### src/rtl/sync_fifo_pkg.sv
// Shared definitions for the synchronous FIFO and its byte-stream consumers.
// Word/byte geometry plus the serializer's FSM state encoding.
package sync_fifo_pkg;

  localparam int FIFO_DATA_W = 32;
  localparam int BYTE_W      = 8;
  localparam int BEATS       = FIFO_DATA_W / BYTE_W;
  localparam int BEAT_CNT_W  = $clog2(BEATS);

  typedef enum logic [1:0] {
    IDLE = 2'd0,
    WAIT = 2'd1,
    SEND = 2'd2
  } ser_state_e;

endpackage

### src/rtl/fifo_byte_serializer.sv
// Pops 32-bit words from a one-cycle-latency FIFO read port and streams each
// word out as four valid/ready byte beats, MSB-first or LSB-first.
module fifo_byte_serializer
  import sync_fifo_pkg::*;
#(
  parameter bit MSB_FIRST = 1'b1
) (
  input  logic                   clk,
  input  logic                   rst_n,
  input  logic                   drain_en,
  input  logic                   fifo_empty,
  input  logic [FIFO_DATA_W-1:0] fifo_rd_data,
  output logic                   fifo_rd_en,
  output logic [BYTE_W-1:0]      out_data,
  output logic                   out_valid,
  output logic                   out_last,
  input  logic                   out_ready,
  output logic                   busy
);

  ser_state_e             state;
  logic [FIFO_DATA_W-1:0] shift_reg;
  logic [BEAT_CNT_W-1:0]  beat_cnt;
  logic                   handshake;
  logic                   last_hs;
  logic                   pop_ok;
  logic [FIFO_DATA_W-1:0] shifted;

  function automatic logic [BYTE_W-1:0] lead_byte(input logic [FIFO_DATA_W-1:0] w);
    return MSB_FIRST ? w[FIFO_DATA_W-1 -: BYTE_W] : w[BYTE_W-1:0];
  endfunction

  assign handshake = out_valid & out_ready;
  assign last_hs   = (state == SEND) & handshake & (beat_cnt == BEAT_CNT_W'(BEATS - 1));
  assign shifted   = MSB_FIRST ? (shift_reg << BYTE_W) : (shift_reg >> BYTE_W);

  // A pop is only legal from IDLE or on the final handshake of a word, and is
  // gated by rst_n so the FIFO never sees a request while reset is held.
  assign pop_ok     = rst_n & drain_en & ~fifo_empty;
  assign fifo_rd_en = pop_ok & ((state == IDLE) | last_hs);

  always_ff @(posedge clk or negedge rst_n) begin
    if (!rst_n) begin
      state     <= IDLE;
      shift_reg <= '0;
      beat_cnt  <= '0;
      out_data  <= '0;
      out_valid <= 1'b0;
      out_last  <= 1'b0;
      busy      <= 1'b0;
    end else begin
      case (state)
        IDLE: begin
          if (fifo_rd_en) begin
            state <= WAIT;
            busy  <= 1'b1;
          end
        end
        // Read data lands here, one cycle after the pop.
        WAIT: begin
          shift_reg <= fifo_rd_data;
          out_data  <= lead_byte(fifo_rd_data);
          out_valid <= 1'b1;
          out_last  <= (BEATS == 1);
          beat_cnt  <= '0;
          state     <= SEND;
        end
        SEND: begin
          if (handshake) begin
            beat_cnt <= beat_cnt + 1'b1;
            if (last_hs) begin
              out_valid <= 1'b0;
              out_last  <= 1'b0;
              state     <= fifo_rd_en ? WAIT : IDLE;
              busy      <= fifo_rd_en;
            end else begin
              shift_reg <= shifted;
              out_data  <= lead_byte(shifted);
              out_last  <= (beat_cnt == BEAT_CNT_W'(BEATS - 2));
            end
          end
        end
        default: begin
          state     <= IDLE;
          out_valid <= 1'b0;
          out_last  <= 1'b0;
          busy      <= 1'b0;
        end
      endcase
    end
  end

endmodule

### config.mk
export PLATFORM = sky130hd
export DESIGN_NAME = fifo_byte_serializer
export DESIGN_NICKNAME = d
export VERILOG_FILES = /design/src/rtl/sync_fifo_pkg.sv /design/src/rtl/fifo_byte_serializer.sv
export SDC_FILE = /design/constraint.sdc
export NUM_CORES = 1
export LEC_CHECK = 0
export CAP_MARGIN = 20
export CELL_PAD_IN_SITES_DETAIL_PLACEMENT = 0
export CELL_PAD_IN_SITES_GLOBAL_PLACEMENT = 1
export CORE_MARGIN = 1.5
export CORE_UTILIZATION = 38
export CTS_CLUSTER_DIAMETER = 30
export CTS_CLUSTER_SIZE = 12
export DETAILED_ROUTE_END_ITERATION = 10
export GPL_ROUTABILITY_DRIVEN = 0
export PLACE_DENSITY = 0.86
export SLEW_MARGIN = 20
export SYNTH_ARGS = -nofsm -noshare
export SYNTH_HDL_FRONTEND = slang
export SYNTH_SLANG_ARGS = --single-unit
### constraint.sdc
create_clock -name clk -period 1.8 [get_ports clk]
set_input_delay 0.36 -clock clk [delete_from_list [all_inputs] [get_ports clk]]
set_output_delay 0.36 -clock clk [all_outputs]
set_load 0.01 [all_outputs]
### Word level (Yosys, flattened, before mapping)

Cells that the tools add are included.

* add/subtract/negate cells: 1
* bitwise operators: 10
* eq/ne operators: 8
* mux-type cells: 23
* reduce and logical (&&, ||, !) cells: 8

Operator list (count)
* 2-to-1 mux 24 bit: 2
* one-hot mux 24 bit (2 select lines): 1
* 2-to-1 mux 8 bit: 2
* one-hot mux 8 bit (2 select lines): 1
* AND reduction 3 bit: 3
* 2-to-1 mux 1 bit: 8
* 2-to-1 mux 2 bit: 4
* inequality test 2 bit (second input constant): 4
* AND 1 bit: 6
* == test 2 bit (second input constant): 3
* one-hot mux 1 bit (3 select lines): 2
* one-hot mux 2 bit (3 select lines): 1
* one-hot mux 2 bit (2 select lines): 1
* AND reduction 2 bit: 2
* AND reduction 4 bit: 1
* inverter 1 bit: 3
* adder 2 x 1 -> 2 bit (second input constant): 1
* == test 2 x 1 -> 1 bit (second input constant): 1
* logical NOT 2 bit: 1
* one-hot mux 1 bit (2 select lines): 1
* nonzero test 2 bit: 1
* OR 1 bit: 1

* input port bits: 37
* output and inout port bits: 12
* register bits after elaboration: 39

### Longest topological paths before layout

* depth in word-level cells: 9
* mapped depth: 5

### Worst setup path before layout

Ideal clock, no wire load.

* path kind: reg-to-reg
* from: reg beat_cnt[0]
* to: reg out_data[0]
* arrival time: 1.405 ns
* slack: 0.272 ns
* data required time: 1.677 ns
* stages on the path, launching flop included: 6
* setup time: 0.123 ns
* path through: dfrtp_1 ha_1 and4b_4 nand2b_4 buf_6 o221a_1

* cells in the longest elaborated chain, start to end: 4

Ends and longest elaborated chain
* from (decl): RTL line fifo_byte_serializer.sv:23 `logic [BEAT_CNT_W-1:0] beat_cnt;`
* from (signal assigned): RTL line fifo_byte_serializer.sv:70 `beat_cnt <= beat_cnt + 1'b1;`
* == test 2 bit: RTL line fifo_byte_serializer.sv:34 `assign last_hs = (state == SEND) & handshake & (beat_cnt == BEAT_CNT_W'(BEATS - 1));`
* AND 1 bit: RTL line fifo_byte_serializer.sv:34
* inequality test 2 bit (no source line)
* AND reduction 3 bit (no source line)
* to (signal assigned): RTL line fifo_byte_serializer.sv:62 `out_data <= lead_byte(fifo_rd_data);`
* to (signal assigned): RTL line fifo_byte_serializer.sv:78 `out_data <= lead_byte(shifted);`
* to (decl): RTL line fifo_byte_serializer.sv:14 `output logic [BYTE_W-1:0] out_data,`

Every way passes these cells.
A chain may end at the register's enable or synchronous reset.

### Final worst setup path

* from: reg out_valid
* to: out out_valid

RTL lines
* from (decl): RTL line fifo_byte_serializer.sv:15 `output logic out_valid,`
* from (signal assigned): RTL line fifo_byte_serializer.sv:48 `out_valid <= 1'b0;`
* from (signal assigned): RTL line fifo_byte_serializer.sv:63 `out_valid <= 1'b1;`
* from (signal assigned): RTL line fifo_byte_serializer.sv:72 `out_valid <= 1'b0;`

No word-level cell between the ends.

==> impl_results.md <==
- Final WL: 4350 um
- Crit path to: out_valid
- Fin. Hold Viols: 0
- Clock latency at the later pin of the worst-skew pair: 300 ps
- RSZ-0062 raised after global routing: false
- Fmax: 0.579 GHz
- Min-Delay Path Class: in2async
- Worst-margin pin slew: 499 ps
- Startpoint types: flop
- Yosys cell types: 28
- Post-synthesis mux area share: 6.70%
- Post-synth EDFFs: 0
- Final period util: 96.0%
- Most common cell after layout, fill and taps aside: clkdlybuf4s50_1
- Sequential Power Share: 43.0%
- WP data required: 1440 ps
- Post-CTS Setup Bufs: 0
- Final instance area: 2570 um^2
- Yosys synthesis warning count: 0
- Rows: 25
- Initial antenna violation count: 0
- Clock Skews: 4.68 ps
- Initial drt markers: 165
- Antenna Cells: 0
- Mapped Cells: 150
- Switch share: 32.6%
- Core area: 4790 um^2
- Final setup vio count: 0
- Place WS: -228 ps
- Multi-input combinational cell area: 848 um^2
- # port buffers: 48
- Vias per Instance: 5.29
- # IOs: 49
- WP data arrival: 1370 ps
- Register area share after synthesis: 50.7%
- Peak supply drop: 0.652 mV
- Clock sinks: 39
- Slowest CP cell: clkdlybuf4s50_1
- DIE HEIGHT: 74.2 um
- Layout cells sized above 1: 29.1%
- Clock share of power: 15.7%
- Sw Pwr: 1.20 mW
- Reg2reg start: beat_cnt[0]$_DFFE_PN0P_
- Synthesized Nets: 189
- FFs w/ async S/R, synth: 100%
- Die X: 74.2 um
- Final min period: 1730 ps
- Mean Syn Cell Area: 12.8 um^2
- Inserted Clock Buffers: 5
- Filler cells: 421
- Crit path launch: out_valid$_DFFE_PN0P_
- Largest family of logic cells by synthesized area: compound AO/OA/AOI/OAI gates
- Hpwl dp: 3010 um
- Final WS setup: 71.4 ps
- Setup Total Neg Slack: 0 ps
- Crit-path cells: buf_4 -> clkdlybuf4s50_1
- Worst r2r dst: shift_reg[23]$_DFFE_PN0P_
- Area growth, synth to finish: 33.5%
- Vias: 1444
- GRT Total Usage: 17.1%
- Total grt overflow: 0
- H-tree depth: 2
- Vias in the first global route: 1461
- #FFs+latches synth: 39
- Drt first pass iters: 4
- Clock-pin slew on the worst setup and hold paths: 80 ps
- Critical path class: reg2out
- Pleak: 1.06 nW
- Complex-gate fraction of the synthesized area: 21.5%
- Final Power: 3.68 mW
- Register Area: 976 um^2
- Hold_buf cts: 0
- Most frequent cells in the layout: clkdlybuf4s50_1 (46), dfrtp_1 (39), or2_2 (23)
- Global-route wire length before repair: 7080 um
- Worst slew margin: 66.8%
- Xor/xnor share of the synthesized area: 0%
- ANT nets after route: 0
- DR WL/cell: 15.9 um
- Layout Nets: 244
- Area share of and/or/nand/nor cells after synthesis: 14.6%
- Maxcap violations: 0
- CTS tree: yes
- Gate power share: 41.4%
- Largest register FFs: 24
- Int Pwr: 2.48 mW
- CTS Root Cell: clkbuf_8
- Synth Area in Adders: 1.30%
- Die area: 5500 um^2
- Remaining DRCs: 0
- Reg2Reg Depth: 5
- CP Capture Type: output port
- Crit path largest cell delay: 550 ps
- Post-cts gate resize count: 1
- Slew Limit Fails: 0
- Largest net degree at the start of global routing: 40
- Status: finished clean
- Pwr dens: 1430 nW/um^2
- R2R Setup Slk: 100 ps
- Clock buffer depth: 2
- Hold_ws: 166 ps
- Cell Area, Placed: 2490 um^2
- Mapped Area: 1920 um^2
- Largest fanout on the critical path: 9
- Prevailing post-synth register cell: dfrtp_1
- Initial Util: 40.2%
## cells in the mapped netlist (all sizes together), types with 2 or more instances
| cell type | count | area [um^2] |
|---|---|---|
| nand2 | 4 | 15.0 |
| a31oi | 2 | 12.5 |
| mux2i | 5 | 50.1 |
| nand2b | 2 | 27.5 |
| mux2 | 7 | 78.8 |
| dfrtp | 39 | 976 |
| o21ai | 2 | 21.3 |
| or2 | 23 | 144 |
| o221a | 23 | 259 |
| buf | 11 | 92.6 |
| ha | 2 | 25.0 |
| a21oi | 3 | 15.0 |
| a22o | 9 | 78.8 |
| nand3 | 2 | 10.0 |
| nor2 | 6 | 22.5 |
## worst min-delay path by stage
| stage | from | end | slack (ps) | cells past startpoint |
|---|---|---|---|---|
| after floorplan | rst_n | beat_cnt[0]$_DFFE_PN0P_ | 60 | 0 |
| after global placement | rst_n | shift_reg[9]$_DFFE_PN0P_ | 500 | 2 |
| after detailed placement | rst_n | busy$_DFFE_PN0P_ | 510 | 2 |
| after CTS | rst_n | busy$_DFFE_PN0P_ | 180 | 2 |
| after global routing | rst_n | state[0]$_DFFE_PN0P_ | 210 | 2 |
| final | rst_n | state[0]$_DFFE_PN0P_ | 170 | 2 |
## critical path: cells and delay by family (launching register included)
| family | cells | cell delay [ps] |
|---|---|---|
| buffers and inverters | 2 | 720 |
| DFF | 1 | 350 |
## metal layers
layer	track usage [%]	routed length (um)	part of all wire [%]
met5	0	0	0
met4	4.94	50	1.1
met3	4.61	250	5.7
met2	26.9	1910	44
met1	23.2	2140	49
## cell type report
| type | instances | area share [%] |
|---|---|---|
| clock buffer | 5 | 2.68 |
| clock inverter | 3 | 0.585 |
| tap | 67 | 3.26 |
| inverter | 1 | 0.146 |
| sequential | 39 | 38.0 |
| timing repair buffer | 60 | 22.3 |
| multi-input combinational | 98 | 33.0 |
## power groups by stage
stage | Sequential [mW] | Combinational [mW] | Clock, mW
after CTS | 1.58 | 1.54 | 0.595
after detailed placement | 1.59 | 1.53 | 0
after floorplan | 1.56 | 0.966 | 0
after global routing | 1.63 | 1.66 | 0.630
after global placement | 1.56 | 1.46 | 0
final | 1.58 | 1.52 | 0.576
## metrics by stage
step,util (%),std cells
6_report,53.7,273
5_1_grt,53.7,273
4_1_cts,53.8,273
3_5_place_dp,52.0,265
3_3_place_gp,52.0,265
2_1_floorplan,-,150
## cell families after synthesis
group	after synthesis
buffers and inverters	13
and+or+nand+nor	42
AOI/OAI and AO/OA	42
DFF	39
adders and majority gates	2
muxes	12
Power figures use the tool's default switching activity.
